--- src/rtl/boot_loader_if.sv ---
// Byte-stream handshake and instruction-memory write port shared by the boot loader
// and whatever feeds it bytes / observes its writes.
interface boot_loader_if #(
   parameter int ADDR_W = 8
) ();
   logic [7:0]        rx_data;
   logic              rx_valid;
   logic              rx_ready;
   logic              imem_we;
   logic [ADDR_W-1:0] imem_addr;
   logic [31:0]       imem_wdata;

   modport master (
      output rx_data, rx_valid,
      input  rx_ready, imem_we, imem_addr, imem_wdata
   );

   modport slave (
      input  rx_data, rx_valid,
      output rx_ready, imem_we, imem_addr, imem_wdata
   );
endinterface

--- src/rtl/boot_loader.sv ---
// Serial boot loader: assembles a length-prefixed, checksummed byte frame into 32-bit
// little-endian words, writes them to instruction memory and releases the core once verified.
module boot_loader #(
   parameter int ADDR_W = 8
) (
   input  logic          clk,
   input  logic          reset,
   boot_loader_if.slave  bus,
   input  logic          reload,
   output logic          core_run,
   output logic          done,
   output logic          error
);
   typedef enum logic [2:0] {
      S_LEN_LO, S_LEN_HI, S_DATA, S_CSUM, S_RUN, S_ERR
   } state_t;

   localparam logic [16:0] N_MAX = 17'(1) << ADDR_W;

   state_t            state, state_nxt;
   logic [7:0]        len_lo;
   logic [ADDR_W:0]   n_words;
   logic [ADDR_W:0]   idx;
   logic [ADDR_W:0]   idx_nxt;
   logic [1:0]        lane;
   logic [7:0]        sum;
   logic [23:0]       word_buf;
   logic              rdy;
   logic              accept;
   logic [16:0]       n_full;

   logic              wr_vld_p1;
   logic [ADDR_W-1:0] wr_addr_p1;
   logic [31:0]       wr_data_p1;

   function automatic logic [7:0] sum_wrap(input logic [7:0] a, input logic [7:0] b);
      return a + b;
   endfunction

   assign rdy     = (state == S_LEN_LO) || (state == S_LEN_HI) ||
                    (state == S_DATA)   || (state == S_CSUM);
   assign accept  = bus.rx_valid & rdy;
   assign n_full  = {1'b0, bus.rx_data, len_lo};
   assign idx_nxt = idx + (ADDR_W+1)'(1);

   assign bus.rx_ready   = rdy;
   assign bus.imem_we    = wr_vld_p1;
   assign bus.imem_addr  = wr_addr_p1;
   assign bus.imem_wdata = wr_data_p1;

   always_ff @(posedge clk or negedge reset) begin
      if (!reset) state <= S_LEN_LO;
      else        state <= state_nxt;
   end

   always_comb begin
      state_nxt = state;
      core_run  = 1'b0;
      done      = 1'b0;
      error     = 1'b0;
      case (state)
         S_LEN_LO: if (accept) state_nxt = S_LEN_HI;
         S_LEN_HI: begin
            if (accept) begin
               if (n_full > N_MAX)       state_nxt = S_ERR;
               else if (n_full == 17'd0) state_nxt = S_CSUM;
               else                      state_nxt = S_DATA;
            end
         end
         S_DATA: begin
            if (accept && lane == 2'd3 && idx_nxt == n_words) state_nxt = S_CSUM;
         end
         S_CSUM: begin
            if (accept) state_nxt = (bus.rx_data == sum) ? S_RUN : S_ERR;
         end
         S_RUN: begin
            core_run = 1'b1;
            done     = 1'b1;
            if (reload) state_nxt = S_LEN_LO;
         end
         S_ERR: begin
            error = 1'b1;
            if (reload) state_nxt = S_LEN_LO;
         end
         default: state_nxt = S_LEN_LO;
      endcase
   end

   // p1: word assembly and registered memory write
   always_ff @(posedge clk or negedge reset) begin
      if (!reset) begin
         len_lo     <= '0;
         n_words    <= '0;
         idx        <= '0;
         lane       <= '0;
         sum        <= '0;
         word_buf   <= '0;
         wr_vld_p1  <= 1'b0;
         wr_addr_p1 <= '0;
         wr_data_p1 <= '0;
      end else begin
         wr_vld_p1 <= 1'b0;
         if (accept) begin
            case (state)
               S_LEN_LO: len_lo <= bus.rx_data;
               S_LEN_HI: begin
                  // Cleared on every length so a zero-length frame after reload checks against 0.
                  n_words <= n_full[ADDR_W:0];
                  idx     <= '0;
                  lane    <= '0;
                  sum     <= '0;
               end
               S_DATA: begin
                  sum  <= sum_wrap(sum, bus.rx_data);
                  lane <= lane + 2'd1;
                  case (lane)
                     2'd0: word_buf[7:0]   <= bus.rx_data;
                     2'd1: word_buf[15:8]  <= bus.rx_data;
                     2'd2: word_buf[23:16] <= bus.rx_data;
                     default: begin
                        wr_vld_p1  <= 1'b1;
                        wr_addr_p1 <= idx[ADDR_W-1:0];
                        wr_data_p1 <= {bus.rx_data, word_buf};
                        idx        <= idx_nxt;
                     end
                  endcase
               end
               default: ;
            endcase
         end
      end
   end
endmodule

--- src/flat_wrapper.sv ---
// flat-port wrapper written by rule: the top's interface ports become plain ports
module boot_loader_flat 
#(
   parameter int ADDR_W = 8
)
  (clk, reset, reload, core_run, done, error, bus_rx_data, bus_rx_valid, bus_rx_ready, bus_imem_we, bus_imem_addr, bus_imem_wdata);
  boot_loader_if #(.ADDR_W(ADDR_W)) bus_i ();
  input  logic clk;
  input  logic reset;
  input  logic reload;
  output logic core_run;
  output logic done;
  output logic error;
  input wire logic [$bits(bus_i.rx_data)-1:0] bus_rx_data;
  input wire logic [$bits(bus_i.rx_valid)-1:0] bus_rx_valid;
  output wire logic [$bits(bus_i.rx_ready)-1:0] bus_rx_ready;
  output wire logic [$bits(bus_i.imem_we)-1:0] bus_imem_we;
  output wire logic [$bits(bus_i.imem_addr)-1:0] bus_imem_addr;
  output wire logic [$bits(bus_i.imem_wdata)-1:0] bus_imem_wdata;
  assign bus_i.rx_data = bus_rx_data;
  assign bus_i.rx_valid = bus_rx_valid;
  assign bus_rx_ready = bus_i.rx_ready;
  assign bus_imem_we = bus_i.imem_we;
  assign bus_imem_addr = bus_i.imem_addr;
  assign bus_imem_wdata = bus_i.imem_wdata;
  boot_loader #(.ADDR_W(ADDR_W)) u_core (.clk(clk), .reset(reset), .bus(bus_i), .reload(reload), .core_run(core_run), .done(done), .error(error));
endmodule
--- config.mk ---
export PLATFORM = sky130hd
export DESIGN_NAME = boot_loader_flat
export DESIGN_NICKNAME = d
export VERILOG_FILES = /design/src/rtl/boot_loader_if.sv /design/src/rtl/boot_loader.sv /design/src/flat_wrapper.sv
export SDC_FILE = /design/constraint.sdc
export NUM_CORES = 1
export LEC_CHECK = 0
export ABC_CLOCK_PERIOD_IN_PS = 3500
export BUFFER_PORTS_ARGS = -buffer_cell sky130_fd_sc_hd__buf_2
export CORE_ASPECT_RATIO = 1.1
export CORE_UTILIZATION = 58
export CTS_CLUSTER_DIAMETER = 150
export DETAILED_ROUTE_END_ITERATION = 8
export GPL_TIMING_DRIVEN = 0
export PLACE_DENSITY = 0.79
export SLEW_MARGIN = 40
export SYNTH_ARGS = -nofsm -noshare
export SYNTH_HDL_FRONTEND = slang
export SYNTH_SLANG_ARGS = --single-unit
--- constraint.sdc ---
create_clock -name clk -period 3.5 [get_ports clk]
set_clock_uncertainty 0.1 [all_clocks]
set_input_delay 0 -clock clk [delete_from_list [all_inputs] [get_ports clk]]
set_output_delay 0 -clock clk [all_outputs]
set_load 0.01 [all_outputs]
# Yosys cells after proc, flatten, opt, wreduce, memory -nomap -nowiden
# Cells that the tools add are included.
# totals
reg_bits	104
inputBits	12
out_inout_bits	45
elab_cells	72
# classes
add_sub_neg	3
order_cmp	1
n_eq_ne	16
mux	18
n_bitwise	2
n_reduce_logical	20
# op_table
cell	n
$mux W3	6
$pmux W9 S2	1
$logic_not A17 Y1	1
$gt A16 B9 Y1 const B	1
$pmux W8 S2	1
$pmux W3 S5	1
$reduce_and A3 Y1	5
$add A9 B1 Y9 const B	1
$eq A9 B9 Y1	1
$mux W9	1
$add A8 B8 Y8	1
$eq A8 B8 Y1	1
$ne A2 B1 Y1 const B	4
$mux W1	7
$eq A3 B2 Y1 const B	2
$eq A3 B3 Y1 const B	2
$reduce_and A2 Y1	3
$reduce_and A5 Y1	1
$eq A2 B2 Y1 const B	2
$ne A2 B2 Y1 const B	2
$pmux W2 S2	1
$eq A3 B1 Y1 const B	1
$logic_not A3 Y1	1
$logic_or A1 B1 Y1	3
other kinds (9)	10

# Logic depth before layout (Yosys ltp)
# logic_depth
depth_word	9
ltp_mapped	10
depth_no_buf	8

# Worst setup path before layout
# OpenSTA, ideal clock, no wires.
# synth_timing
path_type	flip-flop to flip-flop
start	register u_core.sum[2]
end	register u_core.state[0]
setup_time_ns	0.127
t_arrival_ns	1.798
t_required_ns	3.273
path_slack_ns	1.474
stages_incl_launch_ff	7
n_path_buf	0
synth_period_minus_slack_ns	2.026
path_cell_list	dfrtp_1 -> ha_1 -> or4_4 -> nor4_4 -> a2111oi_2 -> nor3_1 -> o21ai_1
# synth_via
elab_chain_len	4
# synth_lines
item	line	source
from (decl)	boot_loader.sv:26	logic [7:0] sum;
from (signal assigned)	boot_loader.sv:114	sum <= sum_wrap(sum, bus.rx_data);
$eq A8 B8 Y1	boot_loader.sv:74	if (accept) state_nxt = (bus.rx_data == sum) ? S_RUN : S_ERR;
$mux W1	boot_loader.sv:74	
$mux W3	boot_loader.sv:74	
$pmux W3 S5	boot_loader.sv:61	case (state)
to (signal assigned)	boot_loader.sv:53	else state <= state_nxt;
to (decl)	boot_loader.sv:20	state_t state, state_nxt;
# No other way between the ends. The select of a mux whose other input is x is not followed.
# A chain may end at the register's enable or synchronous reset.

# Final worst setup path
# layout_timing
start	register u_core.sum[0]
end	register u_core.sum[6]
# layout_via
elab_chain_len	2
# layout_lines
item	line	source
$add A8 B8 Y8	boot_loader.sv:37	return a + b;
$pmux W8 S2	boot_loader.sv:104	case (state)
# No other way between the ends.

==> flow_summary.yaml <==
outcome:
  status: "finished, final reports clean"
pwr:
  powerDensity_nw_per_um2: 485
  cellLeakagePower_nw: 2.90
  pwr-share-clk_pct: 29.0
  net-switching-power_uw: 778
  vdd_drop_max_mv: 0.233
  seq_power_share_pct: 52.7
  p_comb_share_pct: 18.4
  internal_power_mw: 1.91
  p_sw_share_pct: 29.0
placed_design:
  place.gp.congestion: 0.855
  hpwlAfterDp_microns: 6880
  place_ws_ns: 1.35
  port-buffer-count: 55
clock_network:
  holdBufCountCts: 12
  cts_root_buf: "clkbuf_8"
  cts.path.max_buffers: 2
  clkSinkCount: 104
  clk_pin_slew_ns: 0.11
  cts_tree: "done"
  post_cts_buffers: 0
  cts.htree.levels: 3
  cts_buffers: 9
  cts_resized: 0
  clk_latency_ns: 0.37
logic_synthesis:
  ys_seq_elements: 104
  synth_top_area_cell: "dfrtp_1"
  netlist_instances: 419
  synth_area_sq_um: 4760
  yosys_warnings: 0
  synthTopCellsByArea: "dfrtp_1, mux2_2, nand2_1"
  synthDistinctLibCells: 52
  async_reset_ff_share_pct: 100
  ys_seq_area_share_pct: 54.6
  synth-main-ff-cell: "dfrtp_1"
  syn_nets: 444
  avgSynthCellArea_sq_um: 11.4
  synth_edf_count: 0
  yosys.area.top_type_share_pct: 54.6
setup_path:
  crit_path_cell_trace: "ha_1 -> fa_1 -> a21o_1 -> a21oi_1 -> o21bai_1 -> a21oi_1 -> xnor2_1 -> a22o_1"
  slowest_stage: "fa_1"
  max_stage_delay_ns: 0.41
  cp_common_cell: "a21oi_1"
  end_kind: "register"
  path_class: "register to register"
  critical_path.top_delay_family: "compound AO/OA/AOI/OAI gates"
  cp_num_buf_inv: 0
  required_ns: 3.65
  cp_data_arrival_time_ns: 2.35
  startpoint_type: "register"
  crit_path_max_fanout: 2
layout:
  fin_nets: 523
  nFillCells: 620
  antenna_cells: 0
  layout_common_cells: "nand2_1, dfrtp_1, buf_2"
  layout-drive-gt1-share_pct: 27.6
  area_growth_pct: 16.2
floorplanning:
  die_h_microns: 97.1
  core_area_sq_um: 7960
  ios: 57
  die_w_microns: 88.4
  die_area_sq_um: 8580
  num_rows: 34
  initial_core_util_pct: 59.9
sta:
  final.setup.tns_ns: 0
  post-route-period-util_pct: 62.9
  whs_ns: 0.0250
  fin_ws_ns: 1.30
  fmax_ghz: 0.454
  hold_viol: 0
  worst_pin_slew_ns: 0.723
  post-route-min-period_ns: 2.20
  rsz0062_at_grt: "false"
  maxSlewViolCount: 0
  setup_violations: 0
  relSlewSlack_pct: 51.8
global_routing:
  grt_start_max_net_pins: 59
  antenna_found_initial: 0
  grt_pass1_wl_microns: 16400
  overflow: 0
  grt_usage_pct: 25.0
  grt_pass1_vias: 3367
routing:
  wl_per_cell_microns: 15.9
  drc: 0
  first_iter_violations: 140
  post_drt_via_cell_ratio: 5.54
  wl_microns: 9720
  firstDrtPassIters: 4
  drtAntennaViolNets: 0
  vias: 3383
flow_run:
  drv_cap: 0
hold_path:
  hp-class: "input pin to asynchronous set/reset pin"
worst paths after layout:
path	slack, ns	cells past startpoint	startpoint	to
max	1.30	8	u_core.sum[0]	u_core.sum[6]
min	0.02	2	reset	u_core.bus.imem_wdata[13]
max reg2reg	1.30	8	u_core.sum[0]	u_core.sum[6]
min reg2reg	0.37	2	u_core.word_buf[12]	u_core.bus.imem_wdata[12]
max in group asynchronous	2.69	3	reset	u_core.lane[0]
min in group clk	0.37	2	u_core.word_buf[12]	u_core.bus.imem_wdata[12]
synth_stat cells, types with 5 or more instances:
| cell type | number |
|---|---|
| xnor2_1 | 15 |
| mux2_2 | 41 |
| o31ai_1 | 5 |
| nor2_1 | 10 |
| buf_2 | 7 |
| a21oi_1 | 7 |
| nand2_1 | 104 |
| o21ai_0 | 10 |
| dfrtp_1 | 104 |
| o21ai_1 | 6 |
| nor3_1 | 6 |
| buf_4 | 5 |
| inv_1 | 6 |
| xor2_1 | 5 |
| a22o_1 | 8 |
| ha_1 | 12 |
| mux2_1 | 15 |
per-layer routing:
| metal | up-vias | global-route usage [%] | share of wire (%) |
|---|---|---|---|
| li1 | 1606 | - | - |
| met1 | 1681 | 33.0 | 44 |
| met2 | 78 | 40.0 | 50 |
| met3 | 18 | 3.99 | 3.2 |
| met4 | 0 | 11.5 | 2.7 |
| met5 | - | 0 | 0 |
worst reg2reg max path: cells and delay by family (launching register included):
kind	cells	cell delay, ns
xor gates and xnor gates	1	0.08
adders and majority gates	2	0.63
DFF	1	0.40
AOI/OAI and AO/OA	5	0.89
cell type report:
class / instances / area, sq um / area share (%)
inverter: 8 / 30.0 / 0.542
clock inverter: 6 / 76.3 / 1.38
clock buffer: 10 / 128 / 2.31
tap: 108 / 135 / 2.44
buffer: 17 / 100 / 1.81
sequential: 104 / 2600 / 47.0
multi-input combinational: 290 / 2030 / 36.7
timing repair buffer: 68 / 433 / 7.82
stage by stage:
step                      power [mW]  util (%)  cell area (sq um)  cells
after floorplan                 1.76         -               4760    419
after global placement          1.88      65.1               5170    582
after detailed placement        1.91      65.5               5210    583
after CTS                       2.69      69.6               5540    611
after global routing            2.80      69.6               5540    611
final                           2.68      69.6               5540    611
cells by family (layout without fill, tap and decap cells):
group,after synthesis,in the layout,share of synthesized area [%]
buf+inv,25,109,2.73
mux,57,57,13.4
compound gates,48,48,7.12
flops,104,104,54.6
xor+xnor,20,20,3.68
fa+ha+maj,13,13,3.57
simple gates,152,152,14.8
flip-flops by register name (all words and copies together) (netlist names):
register               cells
u_core.bus.imem_addr       8
u_core.bus.imem_wdata     32
u_core.bus.imem_we         1
u_core.idx                 9
u_core.lane                2
u_core.len_lo              8
u_core.n_words             9
u_core.state               3
u_core.sum                 8
u_core.word_buf           24
power groups by stage:
stage               logic [mW]  registers, mW  clock network (mW)
CTS                      0.494           1.41               0.782
global placement         0.453           1.43                   0
detailed placement       0.476           1.44                   0
global route             0.545           1.43               0.824
finish                   0.493           1.41               0.777
floorplan                0.353           1.41                   0
(Power assumes the default switching activity.)
